<file path="src/rtl/btb_update_unit.sv">
// BTB update unit: classifies resolved branches against the fetch-time BTB
// prediction, issues a registered fetch redirect on mispredict, and queues
// BTB write/invalidate requests in a small coalescing FIFO that drains over
// a valid/ready handshake. Saturating mispredict and drop counters.
module btb_update_unit #(
  parameter int unsigned ADDR_WIDTH = 26,
  parameter int unsigned FIFO_DEPTH = 4,
  parameter int unsigned CNT_WIDTH  = 16
) (
  input  logic                  clk,
  input  logic                  rst_n,
  input  logic                  ex_valid,
  input  logic [ADDR_WIDTH-1:0] ex_pc,
  input  logic                  ex_taken,
  input  logic [ADDR_WIDTH-1:0] ex_target,
  input  logic                  ex_pred_hit,
  input  logic [ADDR_WIDTH-1:0] ex_pred_target,
  output logic                  redirect_valid,
  output logic [ADDR_WIDTH-1:0] redirect_pc,
  output logic                  upd_valid,
  input  logic                  upd_ready,
  output logic [ADDR_WIDTH-1:0] upd_pc,
  output logic [ADDR_WIDTH-1:0] upd_target,
  output logic                  upd_inval,
  output logic                  fifo_full,
  output logic [CNT_WIDTH-1:0]  mispredict_count,
  output logic [7:0]            drop_count
);

  localparam int unsigned PTR_W = $clog2(FIFO_DEPTH);
  localparam int unsigned OCC_W = PTR_W + 1;

  typedef enum logic [1:0] {
    CORRECT,
    MISS_TAKEN,
    WRONG_TGT,
    FALSE_HIT
  } br_class_e;

  br_class_e             cls;
  logic                  mispredict;
  logic                  new_inval;
  logic [ADDR_WIDTH-1:0] new_target;
  logic [ADDR_WIDTH-1:0] redir_pc;

  logic [ADDR_WIDTH-1:0] pc_q    [FIFO_DEPTH];
  logic [ADDR_WIDTH-1:0] tgt_q   [FIFO_DEPTH];
  logic                  inval_q [FIFO_DEPTH];
  logic [PTR_W-1:0]      head_q, tail_q;
  logic [OCC_W-1:0]      count_q, count_d;

  logic                  redirect_valid_q;
  logic [ADDR_WIDTH-1:0] redirect_pc_q;
  logic [CNT_WIDTH-1:0]  mis_cnt_q;
  logic [7:0]            drop_cnt_q;

  logic                  deq;
  logic                  hit_any;
  logic [PTR_W-1:0]      hit_idx;
  logic [PTR_W-1:0]      off;
  logic                  do_coal, do_app, do_drop;

  // Classify the resolved branch against the fetch-time prediction.
  always_comb begin
    cls = CORRECT;
    if (ex_valid) begin
      if (ex_taken && !ex_pred_hit)                        cls = MISS_TAKEN;
      else if (ex_taken && ex_pred_target != ex_target)    cls = WRONG_TGT;
      else if (!ex_taken && ex_pred_hit)                   cls = FALSE_HIT;
    end
  end

  assign mispredict = (cls != CORRECT);
  assign new_inval  = (cls == FALSE_HIT);
  assign new_target = new_inval ? '0 : ex_target;
  assign redir_pc   = new_inval ? (ex_pc + ADDR_WIDTH'(4)) : ex_target;

  assign deq = (count_q != '0) && upd_ready;

  // Search occupied slots for a matching PC; the head is excluded while it
  // is leaving this cycle so the update is appended behind it instead.
  always_comb begin
    hit_any = 1'b0;
    hit_idx = '0;
    off     = '0;
    for (int unsigned j = 0; j < FIFO_DEPTH; j++) begin
      off = PTR_W'(j) - head_q;
      if (({1'b0, off} < count_q) && !(deq && PTR_W'(j) == head_q) &&
          pc_q[j] == ex_pc) begin
        hit_any = 1'b1;
        hit_idx = PTR_W'(j);
      end
    end
  end

  assign do_coal = mispredict && hit_any;
  assign do_app  = mispredict && !hit_any &&
                   ((count_q < OCC_W'(FIFO_DEPTH)) || deq);
  assign do_drop = mispredict && !hit_any && !do_app;

  assign count_d = count_q + OCC_W'(do_app) - OCC_W'(deq);

  // Queue pointers, occupancy, redirect and performance counters.
  always_ff @(posedge clk) begin
    if (!rst_n) begin
      head_q           <= '0;
      tail_q           <= '0;
      count_q          <= '0;
      redirect_valid_q <= 1'b0;
      redirect_pc_q    <= '0;
      mis_cnt_q        <= '0;
      drop_cnt_q       <= '0;
    end else begin
      head_q           <= head_q + PTR_W'(deq);
      tail_q           <= tail_q + PTR_W'(do_app);
      count_q          <= count_d;
      redirect_valid_q <= mispredict;
      if (mispredict) redirect_pc_q <= redir_pc;
      if (mispredict && mis_cnt_q != '1) mis_cnt_q <= mis_cnt_q + 1'b1;
      if (do_drop && drop_cnt_q != '1)   drop_cnt_q <= drop_cnt_q + 1'b1;
    end
  end

  // Entry storage: coalesce in place or append at the tail.
  always_ff @(posedge clk) begin
    if (do_coal) begin
      tgt_q[hit_idx]   <= new_target;
      inval_q[hit_idx] <= new_inval;
    end else if (do_app) begin
      pc_q[tail_q]    <= ex_pc;
      tgt_q[tail_q]   <= new_target;
      inval_q[tail_q] <= new_inval;
    end
  end

  assign redirect_valid   = redirect_valid_q;
  assign redirect_pc      = redirect_pc_q;
  assign upd_valid        = (count_q != '0);
  assign fifo_full        = (count_q == OCC_W'(FIFO_DEPTH));
  assign upd_pc           = pc_q[head_q];
  assign upd_target       = tgt_q[head_q];
  assign upd_inval        = inval_q[head_q];
  assign mispredict_count = mis_cnt_q;
  assign drop_count       = drop_cnt_q;

endmodule

</file>
<file path="config.mk">
export PLATFORM = sky130hd
export DESIGN_NAME = btb_update_unit
export DESIGN_NICKNAME = d
export VERILOG_FILES = /design/src/rtl/btb_update_unit.sv
export SDC_FILE = /design/constraint.sdc
export NUM_CORES = 1
export LEC_CHECK = 0
export ABC_AREA = 1
export BUFFER_PORTS_ARGS = -buffer_cell sky130_fd_sc_hd__buf_4
export CAP_MARGIN = 15
export CORE_MARGIN = 4
export CORE_UTILIZATION = 38
export CTS_CLUSTER_DIAMETER = 120
export DETAILED_ROUTE_END_ITERATION = 8
export SYNTH_ARGS = -nofsm -noshare
export SYNTH_HDL_FRONTEND = slang
export SYNTH_SLANG_ARGS = --single-unit
</file>
<file path="constraint.sdc">
create_clock -name clk -period 5.81 [get_ports clk]
set_input_delay 0.581 -clock clk [delete_from_list [all_inputs] [get_ports clk]]
set_output_delay 0.581 -clock clk [all_outputs]
set_load 0.005 [all_outputs]
</file>
==> impl_results.md, run 1 <==
* Largest cells by area after synthesis: edfxtp_1 45%, nand2_1 12%, dfxtp_1 8.3%
* Yosys reg bits at 270
* First drt pass iteration count at 5
* Share of cells above drive strength 1 at 0.153
* CP Launch Type: flip-flop
* Die extent in x at 200 µm
* Vias per cell at 5.00
* Setup tns final at 0 ns
* Clk network pwr share at 0.333
* Routed WL at between 40 and 50 mm
* Total track usage at 0.196
* Post-layout minimum cycle time at 4.31 ns
* XOR/XNOR Fraction of Synth Area at 0.0517
* Via count at 11600
* Die Y at 200 µm
* Unrepaired setup endpoints after global routing: false
* Initial DRC Count at 877
* Clock transition at path regs at roughly 0.06 ns
* Number of flops mapped to enable cells by yosys at 212
* Largest net degree at the start of global routing at 93
* Syn Nets at about 1800
* Clock Skew at 0.0225 ns
* CTS H-tree lvls at 1
* Die ar. at 40100 µm²
* Combinational share of power at 0.283
* Worst-margin pin slew at 1.03 ns
* Mapped cell area at 14100 µm²
* Crit path DAT at 4.77 ns
* Pleak at 7.58 nW
* Clock root cell: clkbuf_16
* Setup bufs post-CTS at 0
* Number of global-route vias before repair at 10800
* Share of the synthesized area in the top cell type at 0.453
* Hpwl dp at 29.3 mm
* Fmax at 232 MHz
* Seq pwr share at 0.384
* Gr ovfl total at 0
* DRC violations left at 0
* CTS Sinks at 270
* Yosys synthesis warning count at 0
* Critical path required time at roughly 6.3 ns
* NetSw at 0.00195 W
* Clock buffer depth at 3
* CTS tree: done
* Setup crit end kind: flip-flop
* Wire length per cell at 17.8 µm
* Nets at 1934
* Core area at about 37000 µm²
* Initial Util at 0.385
* Most common cell after layout, fill and taps aside: nand2_1
* Max-slew headroom at 0.311
* Worst reg2reg path depth at 19
* Sw Ratio at 0.314
* Crit Path Class: flip-flop to flip-flop
* Most used DFF post-synth: edfxtp_1
* PortBufs at 189
* Area grow syn2layout at 20.3%
* Clk_lat worst skew at 0.56 ns
* Mapped Cells at 1671
* Worst VDD drop at 0.000268 V
* First-pass GRT wire length at 63.0 mm
* Max-Cap Viols at 0
* Crit path max fanout at 52
* Placement row count at 70
* Class of the worst hold path: primary input to flip-flop
* Outcome: finished, final reports clean
* Mux contribution to synthesized area at 0
* I/O pin cnt at 190
* Compound-Gate Fraction of Synth Area at 0.0951
* Sequential area share after synthesis at 0.535
* Leading area contributor after synthesis: edfxtp_1
* Int Pwr at 0.00425 W
* Gpl congestion at 0.947
* Final setup viols at 0
* Post-cts resize count at 0
* Adder-cell share of the synthesized area at 0.0157
* Antenna diode count at 0
* Synth Area in Simple Gates at 0.217
* Pwr dens at roughly 370 nW/µm²
* CTS Buf Count at 30
* Period utilization at 0.742
* Most frequent cells in the layout: 442 x nand2_1, 219 x inv_1, 212 x edfxtp_1
* Hold Buf Count CTS at 0
* Worst hold path stage count at 1
* Power, Total at a little over 0.006 W
* Max Slew Vio Count at 0
* Synth unique cells at 39
* Final hold violations at 0
* Combinational family with the most area after synthesis: simple AND/OR/NAND/NOR gates
* Avg Cell Area, Syn at 8.42 µm²
* Routed Antenna Nets at 0
* Post-synth ARST share at 0
* Initial antenna violation count at 0
routing by layer:
layer  wire length, µm  GRT usage
met4               913     0.0457
met5                 0          0
met2             19100      0.321
met3              2560     0.0235
met1             18900      0.282
cell usage after synthesis (2+ instances only):
| library cell | instances |
|---|---|
| buf_6 | 3 |
| clkinv_1 | 2 |
| xnor2_1 | 29 |
| dfxtp_1 | 58 |
| nor3_1 | 18 |
| o21ai_1 | 2 |
| o21ai_0 | 116 |
| inv_1 | 219 |
| o21bai_1 | 12 |
| nor4_1 | 5 |
| buf_2 | 22 |
| nand2_2 | 5 |
| nand4_1 | 18 |
| edfxtp_1 | 212 |
| nand3_2 | 4 |
| nand2_1 | 442 |
| clkbuf_1 | 39 |
| buf_4 | 4 |
| nand3_1 | 54 |
| ha_1 | 16 |
| nor2_1 | 192 |
| xor2_1 | 54 |
| or2_0 | 2 |
| o22ai_1 | 35 |
| a21boi_0 | 2 |
| clkbuf_2 | 2 |
| inv_2 | 6 |
| a21oi_1 | 79 |
| or2_2 | 9 |
state kept, by name (all words and copies together), names as in the netlist:
register          flops
pc_q                104
tgt_q               104
redirect_pc          26
mispredict_count     16
drop_count            8
inval_q               4
count_q               3
head_q                2
tail_q                2
redirect_valid        1
power by group through the flow:
stage / Sequential [W] / Clock, W / Combinational, W
2_1_floorplan: 0.00240 / 0 / 0.000949
3_3_place_gp: 0.00241 / 0 / 0.00175
3_5_place_dp: 0.00242 / 0 / 0.00177
4_1_cts: 0.00238 / 0.00210 / 0.00178
5_1_grt: 0.00239 / 0.00219 / 0.00195
6_report: 0.00238 / 0.00206 / 0.00176
cells by family (layout without fill, tap and decap cells):
family                     after synthesis  count (layout)
and+or+nand+nor                        753             753
DFF                                    270             270
AOI/OAI and AO/OA                      249             249
adders and majority gates               17              17
xor gates and xnor gates                83              83
buffers and inverters                  299             485
through the flow:
stage                     hold WS, ns  area [µm²]  setup slack (ns)  instances  utilization
after floorplan                 0.470       14100              1.22       1671            -
after global placement          0.480       15800              1.66       2269        0.434
after detailed placement        0.490       15800              1.54       2269        0.434
after CTS                       0.263       16900              1.51       2325        0.463
after global routing            0.274       16900              1.15       2325        0.463
final                           0.289       16900              1.50       2325        0.463
worst paths after layout:
| kind | slack (ns) | endpoint | startpoint |
|---|---|---|---|
| worst max register to register | 1.50 | count_q[2] | head_q[0] |
| worst min-delay path | 0.29 | pc_q[2][1] | ex_pc[1] |
| worst max-delay path | 1.50 | count_q[2] | head_q[0] |
| worst min register to register | 0.50 | drop_count[7] | drop_count[7] |
critical path: stages, from the launching register on:
cell      delay, ns
dfxtp_2        0.33
clkinv_2       0.56
ha_1           0.60
inv_1          0.05
ha_1           0.27
inv_1          0.03
nor2_1         0.07
a21boi_1       0.06
nand2_1        0.06
nor2_1         0.04
nand4_1        0.08
nand2_1        0.09
nor2_2         0.44
nand2_1        0.27
ha_1           0.34
inv_1          0.04
ha_1           0.18
fa_1           0.37
and3_1         0.19
nor3_1         0.13
area by class of cell:
class | count | area [µm²]
fill | 3517 | 19600
timing repair buffer | 202 | 1520
clock inverter | 20 | 288
clock buffer | 36 | 795
sequential | 270 | 7530
multi-input combinational | 1102 | 5360
tap | 468 | 586
inverter | 227 | 853
Note: power is estimated with default switching activity, not from simulation.
==> run 2, diff against run 1 <==
==> constraint.sdc (replaced) <==
create_clock -name clk -period 3.6 [get_ports clk]
set_input_delay 0.36 -clock clk [delete_from_list [all_inputs] [get_ports clk]]
set_output_delay 0.36 -clock clk [all_outputs]
set_load 0.005 [all_outputs]
==> impl_results.md, run 2 (synthesis results as in run 1) <==
* Nets at 1940 (+0.31%)
* Fmax at 314 MHz
* Post-layout minimum cycle time at 3.18 ns
* Pwr dens at 583 nW/µm² (+59%)
* Clock root cell: clkbuf_16
* Gr ovfl total at 0 (unchanged)
* Largest net degree at the start of global routing at 87 (-6.5%)
* Clk_lat worst skew at 0.57 ns (about the same)
* Worst-margin pin slew at 0.926 ns (-0.107 ns)
* Crit path cell chain: clkinv_2 -> buf_4 -> buf_4 -> o21ai_0 -> a21oi_1 -> a21oi_1 -> buf_4
* CP Launch Type: flip-flop
* Gpl congestion at 0.936 (-1.1%)
* Power, Total at 0.00995 W (+61%)
* Critical path required time at 3.24 ns (-3.03 ns)
* Vias per cell at 4.99 (about the same)
* First-pass GRT wire length at 63.6 mm (+0.88%)
* CTS H-tree lvls at 1 (unchanged)
* Period utilization at 0.884
* Worst Hold Launch: ex_pc[0]
* Die ar. at 40100 µm² (unchanged)
* Slowest CP cell: buf_4
* Class of the worst hold path: primary input to flip-flop
* Antenna diode count at 0 (unchanged)
* Most common cell after layout, fill and taps aside: nand2_1
* CP most frequent cell: buf_4
* Reg2reg start: head_q[1]
* Clock Skew at 0.0222 ns (-0.000256 ns)
* CP delay by family, top: buffers and inverters
* Clock buffer depth at 3 (unchanged)
* Worst VDD drop at 0.000454 V (+70%)
* CTS Buf Count at 30 (unchanged)
* I/O pin cnt at 190 (unchanged)
* First drt pass iteration count at 7 (+2)
* PortBufs at 189 (unchanged)
* Initial DRC Count at 1086 (+24%)
* Core area at 36500 µm² (unchanged)
* Die Y at 200 µm (unchanged)
* Wire length per cell at 18.0 µm (+1.1%)
* DRC violations left at 0 (unchanged)
* Final setup viols at 0 (unchanged)
* Pleak at 7.64 nW (+0.76%)
* Outcome: finished, final reports clean
* Hold Buf Count CTS at 0 (unchanged)
* Initial antenna violation count at 0 (unchanged)
* Routed Antenna Nets at 0 (unchanged)
* Buf/Inv on CP at 4 (unchanged)
* Final hold violations at 0 (unchanged)
* Number of global-route vias before repair at 11100 (+2.8%)
* Via count at 11600 (+0.12%)
* Crit path DAT at 2.82 ns (-1.95 ns)
* Fin Hold WS at 0.0652 ns (-0.224 ns)
* Crit Path Class: flip-flop to output pin
* Max Slew Vio Count at 0 (unchanged)
* Initial Util at 0.385 (unchanged)
* CTS tree: done
* Routed WL at 42.0 mm (+1.3%)
* Die extent in x at 200 µm (unchanged)
* Hpwl dp at 29.7 mm (+1.3%)
* Max-Cap Viols at 0 (unchanged)
* Setup crit start: head_q[0]
* Max-slew headroom at 0.383 (+0.0713)
* Setup bufs post-CTS at 0 (unchanged)
* Placement row count at 70 (unchanged)
* Crit path max fanout at 86 (+65%)
* Post-cts resize count at 0 (unchanged)
* Unrepaired setup endpoints after global routing: false
* CTS Sinks at 270 (unchanged)
* Total track usage at 0.199 (+0.00248)
* Setup crit end kind: output pin
* CP peak stage delay at 0.80 ns (+0.20 ns)
* Area grow syn2layout at 21.3%
* Share of cells above drive strength 1 at 0.157 (+0.00388)
* Most frequent cells in the layout: 442 x nand2_1, 219 x inv_1, 212 x edfxtp_1
* Clock transition at path regs at 0.06 ns (about the same)
run 2: per-layer routing:
layer | up-vias | part of all wire | GRT usage
li1 | 5755 | - | -
met1 | 5400 | 0.43 | 0.270
met4 | 0 | 0.033 | 0.0639
met5 | - | 0 | 0
met3 | 72 | 0.068 | 0.0345
met2 | 402 | 0.46 | 0.326
run 2: final timing paths:
check	endpoint	slack, ns	depth (start not counted)
max reg2reg	count_q[2]	0.62	17
min reg2reg	mispredict_count[3]	0.50	2
min	pc_q[2][0]	0.07	1
max	upd_pc[1]	0.42	7
run 2: metrics by stage:
step | instances | util | cell area [µm²] | setup slack [ns] | setup TNS (ns)
3_3_place_gp | 2275 | 0.438 | 16000 | 0.743 | 0
5_1_grt | 2330 | 0.467 | 17100 | 0.201 | 0
3_5_place_dp | 2275 | 0.438 | 16000 | 0.619 | 0
6_report | 2330 | 0.467 | 17100 | 0.416 | 0
4_1_cts | 2330 | 0.467 | 17100 | 0.410 | 0
2_1_floorplan | 1671 | - | 14100 | -0.389 | -20.23
run 2: power breakdown:
part           switching, W  leakage (nW)  internal, W
Combinational       0.00178          4.70      0.00114
Sequential         0.000136          2.42      0.00370
Clock               0.00125         0.515      0.00196
Total               0.00316          7.64      0.00679
run 2: area by class of cell:
class,instances,area [µm²]
fillers,3505,19500
flip-flops and latches,270,7530
multi-input cells,1102,5380
repair buffers,208,1660
clock buffers,47,913
inverters,227,853
well taps,468,586
clock inverters,8,138
